File: src/rtl/ctrl_pkg.sv
// Shared definitions for the multicycle control unit: state enum, opcodes,
// datapath select encodings and the packed control-output vector.
package ctrl_pkg;

  typedef enum logic [4:0] {
    S_PC_LD, S_FETCH, S_PC_INC, S_PC_WR, S_DECODE,
    S_EXEC_R, S_EXEC_I, S_EXEC_LHI, S_ADDR, S_MEM_RD, S_MEM_WR, S_WB,
    S_LMSM, S_BR_CMP, S_BR_TGT, S_PC_FIX, S_JAL_LNK, S_LNK_WR, S_JLR_TGT
  } state_t;

  localparam logic [3:0] OP_ADD = 4'b0000;
  localparam logic [3:0] OP_ADI = 4'b0001;
  localparam logic [3:0] OP_NDU = 4'b0010;
  localparam logic [3:0] OP_LHI = 4'b0011;
  localparam logic [3:0] OP_LW  = 4'b0100;
  localparam logic [3:0] OP_SW  = 4'b0101;
  localparam logic [3:0] OP_LM  = 4'b0110;
  localparam logic [3:0] OP_SM  = 4'b0111;
  localparam logic [3:0] OP_JAL = 4'b1000;
  localparam logic [3:0] OP_JLR = 4'b1001;
  localparam logic [3:0] OP_BEQ = 4'b1100;

  localparam logic [1:0] B_ZERO = 2'd0, B_ONE = 2'd1, B_RD2 = 2'd2, B_IMM6 = 2'd3;

  localparam logic [2:0] A_ZERO = 3'd0, A_ONE = 3'd1, A_LHI = 3'd2, A_IMM6 = 3'd3;
  localparam logic [2:0] A_IMM9 = 3'd4, A_RD1 = 3'd5, A_TMPA = 3'd6;

  localparam logic [1:0] WEN_OFF = 2'd0, WEN_ON = 2'd1, WEN_CZ = 2'd2, WEN_LM = 2'd3;

  localparam logic [2:0] WADD_IR119 = 3'd0, WADD_IR53 = 3'd1, WADD_CNT = 3'd2;
  localparam logic [2:0] WADD_R7 = 3'd3, WADD_IR86 = 3'd4;

  localparam logic [1:0] RD2_IR86 = 2'd0, RD2_CNT = 2'd1, RD2_R7 = 2'd2;

  localparam logic DIN_MEM = 1'b0, DIN_T1 = 1'b1;

  localparam logic [1:0] MWR_OFF = 2'd0, MWR_ON = 2'd1, MWR_SM = 2'd2;

  localparam logic MDIN_RD1 = 1'b0, MDIN_RD2 = 1'b1;

  typedef struct packed {
    logic [1:0] alu_b_sel;
    logic [2:0] alu_a_sel;
    logic [1:0] rf_wen_sel;
    logic [2:0] rf_wadd_sel;
    logic [1:0] rf_rd2_sel;
    logic       rf_din_sel;
    logic [1:0] mem_wr_sel;
    logic       mem_din_sel;
    logic       cz_en;
    logic       alu_op;
    logic       w_ir;
    logic       w_atmp;
    logic       reset_t1;
  } ctrl_out_t;

  localparam int unsigned CTRL_W = $bits(ctrl_out_t);

endpackage

File: src/rtl/ctrl_decode.sv
// Moore output decode: current state plus latched opcode -> datapath control vector.
module ctrl_decode
  import ctrl_pkg::*;
(
  input  logic [4:0]        i_state,
  input  logic [3:0]        i_opcode,
  output logic [CTRL_W-1:0] o_ctrl
);

  state_t    w_state;
  ctrl_out_t w_c;

  assign w_state = state_t'(i_state);
  assign o_ctrl  = w_c;

  always_comb begin
    w_c = '0;
    unique case (w_state)
      S_PC_LD, S_JAL_LNK: begin
        w_c.rf_rd2_sel = RD2_R7;
        w_c.alu_a_sel  = A_ZERO;
        w_c.alu_b_sel  = B_RD2;
      end
      S_FETCH:  w_c.w_ir = 1'b1;
      S_PC_INC: begin
        w_c.rf_rd2_sel = RD2_R7;
        w_c.alu_a_sel  = A_ONE;
        w_c.alu_b_sel  = B_RD2;
      end
      S_PC_WR, S_PC_FIX: begin
        w_c.rf_wadd_sel = WADD_R7;
        w_c.rf_din_sel  = DIN_T1;
        w_c.rf_wen_sel  = WEN_ON;
      end
      S_DECODE: w_c.w_atmp = 1'b1;
      S_EXEC_R: begin
        w_c.alu_a_sel = A_RD1;
        w_c.alu_b_sel = B_RD2;
        w_c.alu_op    = i_opcode[1];
        w_c.cz_en     = 1'b1;
      end
      S_EXEC_I: begin
        w_c.alu_a_sel = A_RD1;
        w_c.alu_b_sel = B_IMM6;
        w_c.cz_en     = 1'b1;
      end
      S_EXEC_LHI: begin
        w_c.alu_a_sel = A_LHI;
        w_c.alu_b_sel = B_ZERO;
      end
      S_ADDR: begin
        w_c.alu_a_sel  = A_IMM6;
        w_c.alu_b_sel  = B_RD2;
        w_c.rf_rd2_sel = RD2_IR86;
      end
      S_MEM_RD: begin
        w_c.rf_wadd_sel = WADD_IR119;
        w_c.rf_din_sel  = DIN_MEM;
        w_c.rf_wen_sel  = WEN_ON;
        w_c.cz_en       = 1'b1;
      end
      S_MEM_WR: begin
        w_c.mem_wr_sel  = MWR_ON;
        w_c.mem_din_sel = MDIN_RD1;
      end
      S_WB: begin
        w_c.rf_din_sel = DIN_T1;
        if (i_opcode == OP_ADI) begin
          w_c.rf_wadd_sel = WADD_IR86;
          w_c.rf_wen_sel  = WEN_ON;
        end else if (i_opcode == OP_LHI) begin
          w_c.rf_wadd_sel = WADD_IR119;
          w_c.rf_wen_sel  = WEN_ON;
        end else begin
          w_c.rf_wadd_sel = WADD_IR53;
          w_c.rf_wen_sel  = WEN_CZ;
        end
      end
      // The per-slot offset is added on the address path; B stays idle here.
      S_LMSM: begin
        w_c.alu_a_sel   = A_TMPA;
        w_c.alu_b_sel   = B_ZERO;
        w_c.rf_rd2_sel  = RD2_CNT;
        w_c.rf_wadd_sel = WADD_CNT;
        if (i_opcode == OP_SM) begin
          w_c.mem_wr_sel  = MWR_SM;
          w_c.mem_din_sel = MDIN_RD2;
        end else begin
          w_c.rf_wen_sel = WEN_LM;
          w_c.rf_din_sel = DIN_MEM;
        end
      end
      S_BR_CMP: begin
        w_c.alu_a_sel = A_RD1;
        w_c.alu_b_sel = B_RD2;
      end
      S_BR_TGT: begin
        w_c.rf_rd2_sel = RD2_R7;
        w_c.alu_a_sel  = (i_opcode == OP_JAL) ? A_IMM9 : A_IMM6;
        w_c.alu_b_sel  = B_RD2;
      end
      S_LNK_WR: begin
        w_c.rf_wadd_sel = WADD_IR119;
        w_c.rf_din_sel  = DIN_T1;
        w_c.rf_wen_sel  = WEN_ON;
      end
      S_JLR_TGT: begin
        w_c.alu_a_sel  = A_ZERO;
        w_c.alu_b_sel  = B_RD2;
        w_c.rf_rd2_sel = RD2_IR86;
      end
      default: ;
    endcase
  end

endmodule

File: src/rtl/control_fsm.sv
// Multicycle control unit for the 16-bit RISC core: holds state, IR copy and
// the LM/SM counter, and exposes the decoded datapath controls.
module control_fsm
  import ctrl_pkg::*;
#(
  parameter logic [2:0] LMSM_LAST = 3'd7
) (
  input  logic        clk,
  input  logic        reset_n,
  input  logic [15:0] mem_data,
  input  logic        compare,
  output logic [1:0]  alu_b_sel,
  output logic [2:0]  alu_a_sel,
  output logic [1:0]  rf_wen_sel,
  output logic [2:0]  rf_wadd_sel,
  output logic [1:0]  rf_rd2_sel,
  output logic        rf_din_sel,
  output logic [1:0]  mem_wr_sel,
  output logic        mem_din_sel,
  output logic        cz_en,
  output logic        alu_op,
  output logic        w_ir,
  output logic        w_atmp,
  output logic        reset_t1,
  output logic [2:0]  counter
);

  state_t              r_state;
  logic [15:0]         r_ir;
  logic [2:0]          r_counter;
  logic [3:0]          w_opcode;
  logic [CTRL_W-1:0]   w_dec;
  ctrl_out_t           w_out;
  logic                w_unused_fields;

  assign w_opcode        = r_ir[15:12];
  // Register fields are routed by the datapath's own IR; only the opcode matters here.
  assign w_unused_fields = ^r_ir[11:0];

  always_ff @(posedge clk or negedge reset_n) begin
    if (!reset_n) begin
      r_state   <= S_PC_LD;
      r_ir      <= '0;
      r_counter <= '0;
    end else begin
      unique case (r_state)
        S_PC_LD:  r_state <= S_FETCH;
        S_FETCH: begin
          r_ir    <= mem_data;
          r_state <= S_PC_INC;
        end
        S_PC_INC: r_state <= S_PC_WR;
        S_PC_WR:  r_state <= S_DECODE;
        S_DECODE: begin
          unique case (w_opcode)
            OP_ADD, OP_NDU: r_state <= S_EXEC_R;
            OP_ADI:         r_state <= S_EXEC_I;
            OP_LHI:         r_state <= S_EXEC_LHI;
            OP_LW, OP_SW:   r_state <= S_ADDR;
            OP_LM, OP_SM: begin
              r_state   <= S_LMSM;
              r_counter <= '0;
            end
            OP_BEQ:         r_state <= S_BR_CMP;
            OP_JAL, OP_JLR: r_state <= S_JAL_LNK;
            default:        r_state <= S_PC_LD;
          endcase
        end
        S_EXEC_R, S_EXEC_I, S_EXEC_LHI: r_state <= S_WB;
        S_ADDR:   r_state <= (w_opcode == OP_SW) ? S_MEM_WR : S_MEM_RD;
        S_MEM_RD, S_MEM_WR, S_WB, S_PC_FIX: r_state <= S_PC_LD;
        S_LMSM: begin
          if (r_counter == LMSM_LAST) begin
            r_state   <= S_PC_LD;
            r_counter <= '0;
          end else begin
            r_counter <= r_counter + 3'd1;
          end
        end
        S_BR_CMP:  r_state <= compare ? S_BR_TGT : S_PC_LD;
        S_BR_TGT:  r_state <= S_PC_FIX;
        S_JAL_LNK: r_state <= S_LNK_WR;
        S_LNK_WR:  r_state <= (w_opcode == OP_JAL) ? S_BR_TGT : S_JLR_TGT;
        S_JLR_TGT: r_state <= S_PC_FIX;
        default:   r_state <= S_PC_LD;
      endcase
    end
  end

  ctrl_decode u_decode (
    .i_state  (r_state),
    .i_opcode (w_opcode),
    .o_ctrl   (w_dec)
  );

  // Reset forces the quiescent vector immediately, without waiting for a clock.
  always_comb begin
    w_out = ctrl_out_t'(w_dec);
    if (!reset_n) begin
      w_out          = '0;
      w_out.reset_t1 = 1'b1;
    end
  end

  assign alu_b_sel   = w_out.alu_b_sel;
  assign alu_a_sel   = w_out.alu_a_sel;
  assign rf_wen_sel  = w_out.rf_wen_sel;
  assign rf_wadd_sel = w_out.rf_wadd_sel;
  assign rf_rd2_sel  = w_out.rf_rd2_sel;
  assign rf_din_sel  = w_out.rf_din_sel;
  assign mem_wr_sel  = w_out.mem_wr_sel;
  assign mem_din_sel = w_out.mem_din_sel;
  assign cz_en       = w_out.cz_en;
  assign alu_op      = w_out.alu_op;
  assign w_ir        = w_out.w_ir;
  assign w_atmp      = w_out.w_atmp;
  assign reset_t1    = w_out.reset_t1;
  assign counter     = r_counter;

endmodule

File: config.mk
export PLATFORM = sky130hd
export DESIGN_NAME = control_fsm
export DESIGN_NICKNAME = d
export VERILOG_FILES = /design/src/rtl/ctrl_pkg.sv /design/src/rtl/ctrl_decode.sv /design/src/rtl/control_fsm.sv
export SDC_FILE = /design/constraint.sdc
export NUM_CORES = 1
export LEC_CHECK = 0
export CAP_MARGIN = 15
export CORE_ASPECT_RATIO = 1.1
export CORE_MARGIN = 5
export CORE_UTILIZATION = 41
export DETAILED_ROUTE_END_ITERATION = 6
export GPL_TIMING_DRIVEN = 0
export PLACE_DENSITY = 0.76
export SYNTH_ARGS = -nofsm -noshare
export SYNTH_HDL_FRONTEND = slang
export SYNTH_SLANG_ARGS = --single-unit
File: constraint.sdc
create_clock -name clk -period 1.6 [get_ports clk]
set_clock_uncertainty 0.1 [all_clocks]
set_input_delay 0.16 -clock clk [delete_from_list [all_inputs] [get_ports clk]]
set_output_delay 0.16 -clock clk [all_outputs]
set_load 0.02 [all_outputs]
* Word level (Yosys, flattened, before mapping)
Cells that the tools add are included.
** Operators by class
- Bitwise logic cells :: 0
- Multiplexer cells :: 24
- Shift-type cells :: 0
- Equal/unequal tests :: 31
- Divide/modulo/power cells :: 0
- Reductions and logical operators :: 17
- Multiply operators :: 0
- Add/sub/neg operators :: 1
- $lt $le $gt $ge :: 0
** Operators with widths (number)
- 5-bit case mux with 12 select lines :: 1
- 5-bit by 4-bit equality test with 1-bit output, second input constant :: 8
- 5-bit case mux with 8 select lines :: 1
- 5-bit case mux with 7 select lines :: 1
- 21-bit 2-to-1 mux :: 1
- 5-bit by 3-bit equality test with 1-bit output, second input constant :: 4
- 5-bit 2-to-1 mux :: 4
- 5-bit case mux with 4 select lines :: 1
- 4-bit by 3-bit equality test with 1-bit output, second input constant :: 4
- 2-bit OR reduction :: 8
- 5-bit equality test, second input constant :: 3
- 4-bit equality test, second input constant :: 3
- 3-bit 2-to-1 mux :: 4
- 3-bit case mux with 2 select lines :: 2
- 5-bit by 2-bit equality test with 1-bit output, second input constant :: 2
- 3-bit OR reduction :: 3
- 4-bit by 2-bit equality test with 1-bit output, second input constant :: 2
- 4-bit OR reduction :: 2
- 5-bit by 1-bit equality test with 1-bit output, second input constant :: 1
- 5-bit logical NOT :: 1
- 1-bit 2-to-1 mux :: 5
- 4-bit by 1-bit equality test with 1-bit output, second input constant :: 1
- 4-bit logical NOT :: 1
- 2-bit 2-to-1 mux :: 2
- other kinds (7) :: 8
** Word-level totals
- Output and inout bits :: 24
- Input bits :: 19
- Word-level logic and storage cells :: 76
- Latch bits :: 0
- ROM bits :: 0
- Flip-flop bits (word level) :: 24
- Memories :: 0
- Memory bits (writable) :: 0

* Longest topological paths before layout
Gate-level depths: netlist (run 1).
- Word-level depth :: 5
- Depth in mapped cells :: 7
- Mapped depth without buffers :: 6

* Hierarchy
From an unflattened synthesis (run 1), not the netlist that was laid out.
** Second synthesis, totals
- Cell total of the unflattened synthesis :: 173
- Area total of the unflattened synthesis :: 1400.1 sq um
** By module, submodules not included
- control_fsm :: cells each 107, instances 1, sequential area each 300.3 sq um, area an instance 979.7 sq um
- ctrl_decode :: cells each 66, instances 1, sequential area each 0.0 sq um, area an instance 420.4 sq um

* Least setup slack after synthesis (run 1)
OpenSTA, ideal clock, no wires.
- Path kind :: reg2out
- Start :: register r_state[4]
- End :: output port mem_wr_sel[1]
- Required time :: 1.340 ns
- Arrival :: 1.820 ns
- Cell stages (with the launch flop) :: 5
- Slack :: -0.480 ns
- Path buffers :: 3
- Cells stage by stage :: dfrtp_1 buf_2 buf_1 nor4_1 buf_4
** Between the ends
- Cells in the longest elaborated chain, start to end :: 3
- Elaborated cells between the ends (all ways) :: 4
- Classes of those cells :: 2 x eq/ne; 2 x mux
** RTL lines
- start: declaration :: RTL line control_fsm.sv:28 : state_t r_state;
- start signal: assignment :: RTL line control_fsm.sv:70 : S_ADDR: r_state <= (w_opcode == OP_SW) ? S_MEM_WR : S_MEM_RD;
- start signal: assignment :: RTL line control_fsm.sv:80 : S_BR_CMP: r_state <= compare ? S_BR_TGT : S_PC_LD;
- start signal: assignment :: RTL line control_fsm.sv:83 : S_LNK_WR: r_state <= (w_opcode == OP_JAL) ? S_BR_TGT : S_JLR_TGT;
- 5-bit by 4-bit equality test with 1-bit output :: RTL line ctrl_decode.sv:18 : unique case (w_state)
- 3-bit case mux with 2 select lines (*) :: RTL line ctrl_decode.sv:18
- 21-bit 2-to-1 mux (*) :: RTL line control_fsm.sv:99 : if (!reset_n) begin
- end: declaration :: RTL line control_fsm.sv:18 : output logic [1:0] mem_wr_sel,
Every way passes the cells marked *; elsewhere a longest branch is shown, timed or not.

* Final worst setup path (run 1)
- Start :: register r_state[1]
- End :: output port alu_a_sel[2]
** Between the ends
- Cells in the longest elaborated chain, start to end :: 4
- Elaborated cells between the ends (all ways) :: 15
- Classes of those cells :: 10 x eq/ne; 2 x mux; 3 x reduce/logical
** RTL lines
- 5-bit equality test (tied with other cells) :: RTL line ctrl_decode.sv:18
- 3-bit OR reduction (no line) or 2-bit OR reduction (tied branches)
- 5-bit case mux with 8 select lines (*) :: RTL line ctrl_decode.sv:18
- 21-bit 2-to-1 mux (*) :: RTL line control_fsm.sv:99
- end: declaration :: RTL line control_fsm.sv:13 : output logic [2:0] alu_a_sel,
Marks and branches as above.

==> key figures, run 1 <==
STA
  • Hold WS: 0.393 ns
  • Hold violation total from the final report: 0
  • Setup TNS: -10.27 ns
  • FMAX: 446 MHz
  • RSZ-0062 raised after global routing: yes
  • Final worst slack: -0.641 ns
  • Max-slew headroom: 58.0%
  • Slew Viols, Final: 0
  • Setup Viol. Count Final: 28
  • Slew @ Worst Pin: 0.628 ns
  • Final period utilization: 140%
  • Period minus WS final: 2.24 ns

Critical path
  • Worst Path Arrival: 1.98 ns
  • Worst reg2reg path depth: 7
  • WS Path Type: reg -> out
  • CP Capture Type: output pin
  • CP most frequent cell: buf_4
  • Worst reg-to-reg setup slack: -0.29 ns
  • CP required: 1.34 ns
  • R2R Path End: r_ir[13]
  • Crit Path Max Fanout: 10
  • Critical R2R Launch: r_state[2]
  • Top delay family on crit path: buffers and inverters
  • Critical Path Max Stage Delay: 0.45 ns
  • Worst path slowest cell: dfrtp_2
  • WP buf/inv: 5
  • CP cell instances: buf_4, buf_8, buf_4, buf_8, nor3_1, nor4_4, buf_4
  • Worst setup SP type: register

Outcome
  • Failing checks: setup timing
  • Outcome: finished with violations

Routing
  • Post-route ant nets: 0
  • Via density: 6.49
  • DRT iter0 DRCs: 140
  • M1 WL: 2140 um
  • Met3 wire length: 425 um
  • Drc violations: 0
  • Pre-Repair DR Iteration Count: 5
  • Post-Route WL: 5740 um
  • Max Used Layer: met4
  • Met2 WL: 2840 um
  • DR WL/cell: 21.5 um
  • Routed vias: 1732

Synth
  • Post-synthesis sequential element count: 12
  • Synthesis warning total: 0
  • Post-Synthesis Cells: 165
  • Mapped Area: 0.00127 sq mm
  • Synth async-reset ratio: 100%
  • Top-area cell type share of the netlist area: 23.7%
  • EDFF count, synth: 0
  • Synth Flop Type: dfrtp_1
  • Synthesized Nets: 186
  • Syn_area_per_cell: 7.69 sq um
  • Leading area contributor after synthesis: dfrtp_1
  • Synth top cells by count: nor2_1, dfrtp_1, nand2_1
  • Most frequent cell after synthesis: nor2_1
  • Synth area leaders: dfrtp_1, nor2_1, nor3_1
  • Sequential element share of the synthesized area: 23.7%
  • Synth unique cells: 56

Global routing
  • Vias in the first global route: 1644
  • Largest net degree at the start of global routing: 13
  • Initial antenna violation count: 0
  • Gr usage total: 23.2%
  • First-pass GRT wire length: 8040 um
  • Overflow after GRT: 0

Clocking
  • CTS tree: yes
  • H-Tree Depth: 1
  • Max Root-Sink Buffers: 2
  • TritonCTS Sinks: 12
  • Reg clk slew, reported paths: 0.09 ns
  • Root Buffer Master: clkbuf_4
  • Clock Latency Late Sink: 0.28 ns
  • Cts bufs inserted: 3

Power
  • Leakage power: 0.00101 uW
  • Cell Pwr Density: 2130 mW/mm^2
  • Maximum VDD drop: 1610 uV

Layout
  • Share of cells above drive strength 1: 60.1%
  • Ant. Diodes: 0
  • Fin nets: 255
  • Fillcell total: 183
  • Util after Layout: 80.1%
  • Area grow syn2layout: 90.8%

Worst hold path
  • Hold path cells: 2
  • Hold endpoint: r_ir[12]
  • Hold_sp: mem_data[12]
  • Worst min path class: in -> reg

Placement
  • DPL Wire Length: 3050 um
  • DP Worst Slack: -1.29 ns
  • I/O Buffers: 30
  • Final GP Congestion: 0.913

Floorplanning
  • # rows: 21
  • Core Area: 0.00302 sq mm
  • Initial Util: 42.0%
  • Ports: 43
  • Die Area: 0.00431 sq mm
  • Die Y: 68.3 um
  • Die Wd: 63.0 um

Job
  • Max-cap viol count: 0
## registers in the layout (all words and copies together) (netlist names)
| signal | cells |
|---|---|
| r_state | 5 |
| r_ir | 4 |
| counter | 3 |
## placed cells by master, fill, tap and decap left out, types with 3 or more instances in the layout
cell type,Yosys,final
buf_4,1,33
buf_6,1,28
nor2_1,19,13
nand2_1,12,10
dfrtp_1,12,9
clkdlybuf4s50_1,0,8
buf_8,0,6
inv_1,6,6
nor3_4,0,6
nor2_4,0,4
nor4_4,0,3
nor3_2,0,3
and3_4,1,3
nor2_2,1,3
o21ai_1,3,3
o21ai_2,0,3
nor2b_1,3,3
nand2b_1,4,3
a21oi_2,0,3
a31oi_1,3,3
mux2_2,3,3
a22o_1,3,3
nand4_1,3,3
clkbuf_4,0,3
dfrtp_2,0,3
## power breakdown
group	leakage [uW]	internal, uW	total (uW)	switching, uW
combinational	0.000847	2050	4280	2230
clock	0.0000210	138	252	114
sequential	0.000144	455	616	161
## timing repair
action | 4_1_cts | 5_1_grt
gates cloned | 1 | 0
hold endpoints to repair | 12 | 0
buffers inserted | 22 | 14
hold buffers | 1 | 0
resized for setup | 166 | 54
endpoints found under the setup margin | 31 | 33
pin swaps | 16 | 16
## through the flow
step / power [uW] / cell area [sq um] / std cells
5_1_grt: 5410 / 2420 / 267
3_5_place_dp: 3250 / 1760 / 229
3_3_place_gp: 3230 / 1760 / 229
4_1_cts: 4340 / 2150 / 256
2_1_floorplan: 2540 / 1420 / 165
6_report: 5150 / 2420 / 267
## layout make-up
cell class / instances / area (sq um) / share of cell area (%)
plain buffers: 14 / 175 / 7.24
well taps: 34 / 42.5 / 1.76
multi-input cells: 129 / 1200 / 49.5
clock buffers: 4 / 36.3 / 1.50
inverters: 8 / 37.5 / 1.55
flip-flops and latches: 12 / 304 / 12.6
repair buffers: 66 / 627 / 25.9
## metal layers
metal	global-route usage, %	vias up
met3	6.24	40
met5	0	-
met1	27.4	834
met4	10.9	0
li1	-	746
met2	39.5	112
## how the worst max path moves through the flow
stage	slack (ns)	to	depth (start not counted)	start
3_5_place_dp	-1.29	mem_wr_sel[1]	5	reset_n
3_3_place_gp	-1.26	mem_wr_sel[1]	5	reset_n
5_1_grt	-0.70	alu_a_sel[2]	7	r_state[1]
2_1_floorplan	-0.19	rf_wen_sel[0]	5	r_state[2]
6_report	-0.64	alu_a_sel[2]	7	r_state[1]
4_1_cts	-0.56	rf_wen_sel[0]	5	r_state[1]
## kinds of logic (layout without fill, tap and decap cells)
logic type	count (synthesis)	after routing	synth area share, %
flops	12	12	23.7
xor+xnor	2	2	1.38
mux	4	4	3.55
buf+inv	24	92	8.88
compound gates	43	43	24.9
simple gates	77	77	34.9
fa+ha+maj	3	3	2.76
Power figures use the tool's default switching activity.
==> run 2: changes to the inputs <==
--- a/constraint.sdc
+++ b/constraint.sdc
@@ -4,2 +4,2 @@
 set_output_delay 0.16 -clock clk [all_outputs]
-set_load 0.02 [all_outputs]
+set_load 0.005 [all_outputs]
==> key figures, run 2 (synthesized netlist as in run 1, its figures left out) <==
STA
  • Period minus WS final: 2.21 ns (-0.0326 ns)
  • Slew @ Worst Pin: 0.593 ns (-0.0350 ns)
  • Slew Viols, Final: 0 (unchanged)
  • RSZ-0062 raised after global routing: yes
  • Final period utilization: 138% (-2.0 points)
  • Final worst slack: -0.609 ns (+0.0326 ns)
  • FMAX: 453 MHz (+1.5%)
  • Max-slew headroom: 60.3% (+2.3 points)
  • Hold violation total from the final report: 0 (unchanged)
  • Setup Viol. Count Final: 28 (unchanged)

Routing
  • Drc violations: 0 (unchanged)
  • DRT iter0 DRCs: 112 (-20%)
  • Pre-Repair DR Iteration Count: 5 (unchanged)
  • Post-Route WL: 5350 um (-6.8%)
  • Via density: 6.06 (-6.5%)
  • Post-route ant nets: 0 (unchanged)
  • Routed vias: 1655 (-4.4%)
  • DR WL/cell: 19.6 um (-8.9%)

Critical path
  • Worst Path Arrival: 1.95 ns (-0.03 ns)
  • Worst path slowest cell: or4b_4
  • Top delay family on crit path: simple AND/OR/NAND/NOR gates
  • WP buf/inv: 2 (-3)
  • Crit Path Max Fanout: 2 (-8)
  • Worst reg-to-reg setup slack: -0.28 ns (about the same)
  • R2R Path End: r_ir[13]
  • Worst setup SP type: register
  • Crit path depth: 6 (-1)
  • CP required: 1.34 ns (about the same)
  • Critical R2R Launch: r_state[2]
  • CP Capture Type: output pin
  • WS Path Type: reg -> out
  • Worst reg2reg path depth: 9 (+2)
  • CP cell instances: buf_6, or4b_4, nor2_4, a41oi_2, a211oi_2, buf_2
  • Critical Path Max Stage Delay: 0.52 ns (+0.07 ns)

Worst hold path
  • Worst min path class: in -> reg
  • Hold endpoint: r_ir[12]
  • Hold_sp: mem_data[12]
  • Hold path cells: 2 (unchanged)

Layout
  • Ant. Diodes: 0 (unchanged)
  • Largest register FFs: 5 (unchanged)
  • Util after Layout: 75.3% (-4.8 points)
  • Top reg by flops: r_state
  • Commonest cells after routing, fill and taps aside: buf_6, buf_4, buf_2
  • Fin nets: 261 (+2.4%)
  • Commonest non-fill, non-tap cell in the layout: buf_6
  • Fillcell total: 199 (+8.7%)
  • Area grow syn2layout: 79.3%
  • Share of cells above drive strength 1: 56.1% (-4.0 points)

Global routing
  • Overflow after GRT: 0 (unchanged)
  • Vias in the first global route: 1627 (-1.0%)
  • Met1 Usage GRT: 30.1% (+2.7 points)
  • Largest net degree at the start of global routing: 13 (unchanged)
  • Met2 usage in global routing: 40.1% (+0.64 points)
  • Initial antenna violation count: 0 (unchanged)
  • Global route hottest layer: met2
  • GRT met3 Usage: 4.60% (-1.6 points)
  • Gr usage total: 24.3% (+1.1 points)
  • First-pass GRT wire length: 8130 um (+1.1%)

Outcome
  • Failing checks: setup timing
  • Outcome: finished with violations

Power
  • Maximum VDD drop: 1530 uV (-4.9%)
  • Leakage power: 0.000992 uW (-2.0%)
  • Cell Pwr Density: 2040 mW/mm^2 (-4.0%)

Clocking
  • Max Root-Sink Buffers: 2 (unchanged)
  • H-Tree Depth: 1 (unchanged)
  • CTS tree: yes
  • Reg clk slew, reported paths: 0.11 ns (+0.02 ns)
  • Root Buffer Master: clkbuf_4
  • TritonCTS Sinks: 12 (unchanged)
  • Cts bufs inserted: 3 (unchanged)
  • Clock Latency Late Sink: 0.31 ns (+0.03 ns)

Floorplanning
  • # rows: 21 (unchanged)
  • Ports: 43 (unchanged)
  • Die Wd: 63.0 um (unchanged)
  • Die Y: 68.3 um (unchanged)
  • Initial Util: 42.0% (unchanged)
  • Core Area: 0.00302 sq mm (unchanged)
  • Die Area: 0.00431 sq mm (unchanged)

Job
  • Max-cap viol count: 0 (unchanged)

Placement
  • DPL Wire Length: 3020 um (-0.84%)
  • I/O Buffers: 30 (unchanged)
  • DP Worst Slack: -1.21 ns (+0.0847 ns)
  • Final GP Congestion: 0.917 (+0.49%)
==> run 2: cell count changes in the layout (fill, tap and decap cells not counted), sizes merged <==
cell / before / now
clkbuf: 5 / 6
buf: 69 / 74
clkinv: 0 / 1
inv: 8 / 6
clkdlybuf4s50: 8 / 9
dlymetal6s2s: 1 / 0
clkinvlp: 0 / 1
==> run 2: per-stage QoR <==
| step | hold slack, ns | instance area (sq um) | setup TNS (ns) | power (uW) | cells |
|---|---|---|---|---|---|
| floorplan | -0.236 | 1290 | -0.0919 | 2160 | 165 |
| global placement | 0.412 | 1630 | -18.48 | 2850 | 229 |
| detailed placement | 0.412 | 1630 | -19.22 | 2870 | 229 |
| CTS | 0.375 | 2120 | -8.83 | 4120 | 263 |
| global route | 0.384 | 2270 | -11.94 | 4900 | 273 |
| finish | 0.383 | 2270 | -10.12 | 4640 | 273 |
==> run 2: worst max path at each step <==
stage	start	endpoint	slack, ns
finish	r_state[3]	rf_wen_sel[0]	-0.61
global route	r_ir[12]	alu_a_sel[0]	-0.67
global placement	reset_n	mem_wr_sel[1]	-1.13
floorplan	r_state[2]	rf_wen_sel[0]	-0.04
CTS	r_ir[13]	alu_a_sel[2]	-0.60
detailed placement	reset_n	mem_wr_sel[1]	-1.21
==> run 2: cell type report <==
class	count	area [sq um]	share of cell area, %
multi-input cells	129	1070	47.0
plain buffers	15	174	7.65
clock buffers	4	36.3	1.60
inverters	8	48.8	2.15
well taps	34	42.5	1.87
repair buffers	71	601	26.4
flip-flops and latches	12	304	13.4
==> run 2: per-layer routing <==
metal,up-vias,share of wire (%)
met5,-,0
met4,0,2.6
met3,16,7.6
met2,87,49
met1,801,41
li1,751,-
==> run 2: report_power, final <==
group / total, uW / internal [uW] / switching, uW / leakage [uW]
Sequential: 597 / 455 / 142 / 0.000144
Combinational: 3770 / 1910 / 1870 / 0.000827
Clock: 272 / 139 / 133 / 0.0000210
Total: 4640 / 2500 / 2140 / 0.000992
==> run 2: timing repair <==
| item | in CTS | in global routing |
|---|---|---|
| pin swaps | 23 | 21 |
| buffers inserted | 30 | 10 |
| resized for setup | 147 | 35 |
| endpoints found under the setup margin | 30 | 31 |
| hold buffers | 1 | 0 |
| hold endpoints to repair | 12 | 0 |
==> run 3: changes to the inputs <==
CORE_UTILIZATION = 43   (was 41)
CTS_CLUSTER_DIAMETER = 40   (was not set)
PLACE_DENSITY = 0.77   (was 0.76)
SYNTH_HIERARCHICAL = 1   (was not set)
==> key figures, run 3 <==
Critical path
  • Worst reg-to-reg setup slack: -0.12 ns (+0.16 ns)
  • CP Capture Type: output pin
  • R2R Path End: r_state[2]
  • WS Path Type: reg -> out
  • Worst reg2reg path depth: 7 (-2)
  • Crit Path Max Fanout: 2 (unchanged)
  • CP startpoint: r_ir[14]
  • Crit path capture: rf_wen_sel[0]
  • Worst Path Arrival: 1.93 ns (-0.02 ns)
  • CP required: 1.34 ns (about the same)
  • Critical R2R Launch: r_state[1]
  • Worst setup SP type: register

Placement
  • I/O Buffers: 30 (unchanged)
  • DP Worst Slack: -0.751 ns (+0.455 ns)
  • Placement Cell Area: 0.00176 sq mm (+7.7%)
  • Final GP Congestion: 0.924 (+0.72%)
  • DPL Wire Length: 2770 um (-8.4%)

Synth
  • Synthesized Nets: 194 (+4.3%)
  • Post-Synthesis Cells: 173 (+4.8%)
  • Synth top cells by count: and2_1, dfrtp_1, nor2_1
  • Syn_area_per_cell: 8.09 sq um (+5.3%)
  • Leading area contributor after synthesis: dfrtp_1
  • EDFF count, synth: 0 (unchanged)
  • Synthesis warning total: 6 (+6)
  • Synth Flop Type: dfrtp_1
  • Synth async-reset ratio: 100% (unchanged)
  • Top-area cell type share of the netlist area: 21.4% (-2.2 points)
  • Synth unique cells: 64 (+14%)
  • Mapped Area: 0.00140 sq mm (+10%)
  • Most frequent cell after synthesis: and2_1
  • Post-synthesis sequential element count: 12 (unchanged)
  • Sequential element share of the synthesized area: 21.4% (-2.2 points)
  • Synth area leaders: dfrtp_1, and2_1, nand2b_1

STA
  • Slew Viols, Final: 0 (unchanged)
  • Hold WS: -0.220 ns (-0.603 ns)
  • Hold violation total from the final report: 12 (+12)
  • Period minus WS final: 2.19 ns (-0.0194 ns)
  • RSZ-0062 raised after global routing: yes
  • Final worst slack: -0.589 ns (+0.0194 ns)
  • Final period utilization: 137% (-1.2 points)
  • Setup Viol. Count Final: 29 (+3.6%)
  • FMAX: 457 MHz (+0.89%)

Layout
  • Fillcell total: 145 (-27%)
  • Fin nets: 288 (+10%)
  • FF/Latch Area: 312 sq um (+2.5%)
  • Area grow syn2layout: 87.9%
  • Top reg by flops: r_state
  • Largest register FFs: 5 (unchanged)
  • Cell area after layout: 0.00263 sq mm (+16%)
  • Commonest cells after routing, fill and taps aside: buf_6, buf_4, and2_1
  • Ant. Diodes: 0 (unchanged)
  • Commonest non-fill, non-tap cell in the layout: buf_6
  • Area of the multi-input gates: 0.00127 sq mm (+19%)
  • Share of cells above drive strength 1: 62.0% (+6.0 points)

Global routing
  • Largest net degree at the start of global routing: 16 (+3)
  • Overflow after GRT: 0 (unchanged)
  • Vias in the first global route: 1897 (+17%)
  • Gr usage total: 24.5% (+0.14 points)
  • First-pass GRT wire length: 8930 um (+9.8%)
  • Initial antenna violation count: 0 (unchanged)

Power
  • Maximum VDD drop: 1490 uV (-2.6%)
  • Leakage power: 0.00118 uW (+19%)
  • Cell Pwr Density: 2120 mW/mm^2 (+3.9%)
  • Tot Pwr: 5580 uW (+20%)

Clocking
  • CTS tree: yes
  • H-Tree Depth: 1 (unchanged)
  • Cts bufs inserted: 3 (unchanged)
  • Reg clk slew, reported paths: 0.08 ns (-0.03 ns)
  • TritonCTS Sinks: 12 (unchanged)
  • Clock Latency Late Sink: 0.28 ns (-0.03 ns)
  • Root Buffer Master: clkbuf_4
  • Max Root-Sink Buffers: 2 (unchanged)

Outcome
  • Failing checks: hold timing, setup timing
  • Outcome: finished with violations

Floorplanning
  • Die Area: 0.00450 sq mm (+4.4%)
  • Die Wd: 64.4 um (+2.2%)
  • Ports: 43 (unchanged)
  • Core Area: 0.00310 sq mm (+2.6%)
  • # rows: 21 (unchanged)
  • Initial Util: 45.2% (+3.2 points)
  • Die Y: 69.8 um (+2.2%)

Worst hold path
  • Worst min path class: in -> async

Routing
  • Post-route ant nets: 0 (unchanged)
  • Pre-Repair DR Iteration Count: 5 (unchanged)
  • Routed vias: 1944 (+17%)
  • Post-Route WL: 6650 um (+24%)
  • Via density: 6.48 (+6.9%)
  • Drc violations: 0 (unchanged)
  • DRT iter0 DRCs: 232 (+110%)
  • DR WL/cell: 22.2 um (+13%)

Job
  • Max-cap viol count: 0 (unchanged)
run 3: how the worst min path moves through the flow:
stage,start,end,slack (ns),depth (start not counted)
after floorplan,reset_n,counter[0],-0.24,0
after global placement,counter[2],counter[2],0.41,2
after detailed placement,counter[2],counter[2],0.42,2
after CTS,reset_n,r_ir[14],-0.21,1
after global routing,reset_n,counter[0],-0.20,1
final,reset_n,counter[0],-0.22,1
run 3: worst max-delay path: stages (launching register included):
cell and delay [ns]:
dfrtp_2 0.43, buf_6 0.13, nor3b_4 0.23, or4b_4 0.51, o211ai_1 0.10, and2_1 0.15, buf_2 0.11
run 3: per-layer routing:
metal  GRT usage (%)  wire length [um]  share of wire, %  up-vias
li1                -                 -                 -      814
met1            25.7              2450                37      931
met2            43.2              3220                48      147
met3            5.67               526               7.9       52
met4            14.8               450               6.8        0
met5               0                 0                 0        -
run 3: through the flow:
step / hold slack (ns) / TNS [ns] / util [%] / cells
final: -0.220 / -8.51 / 84.9 / 300
after global routing: -0.199 / -9.93 / 84.9 / 300
after CTS: -0.209 / -5.86 / 76.3 / 286
after detailed placement: 0.421 / -15.10 / 56.8 / 237
after global placement: 0.407 / -13.99 / 56.8 / 237
after floorplan: -0.236 / -0.0694 / - / 173
run 3: layout make-up:
cell class / count / area share, %
Buffer: 14 / 5.71
Clock buffer: 4 / 1.38
Inverter: 7 / 1.14
Multi-Input combinational cell: 140 / 48.3
Sequential cell: 12 / 11.8
Tap cell: 34 / 1.62
Timing Repair Buffer: 89 / 30.1
run 3: what timing repair did:
item | 4_1_cts | 5_1_grt
setup endpoints to repair | 27 | 32
buffers inserted | 45 | 17
hold endpoints to repair | 12 | 12
gates resized for setup | 151 | 47
pin swaps | 23 | 23
run 3: power breakdown:
group	total [uW]	switching, uW	leakage, uW	internal, uW
Clock	247	109	0.0000210	138
Sequential	674	205	0.000137	469
Combinational	4660	2180	0.00102	2470
Total	5580	2500	0.00118	3080
run 3: logic make-up (layout without fill, tap and decap cells):
group | after synthesis | after routing | share of synthesized area (%)
AOI/OAI and AO/OA | 44 | 44 | 23.0
xor gates and xnor gates | 2 | 2 | 1.25
adders and majority gates | 2 | 2 | 1.79
buffers and inverters | 21 | 114 | 7.60
DFF | 12 | 12 | 21.4
muxes | 5 | 5 | 4.02
other | 1 | 1 | 0.268
and+or+nand+nor | 86 | 86 | 40.7
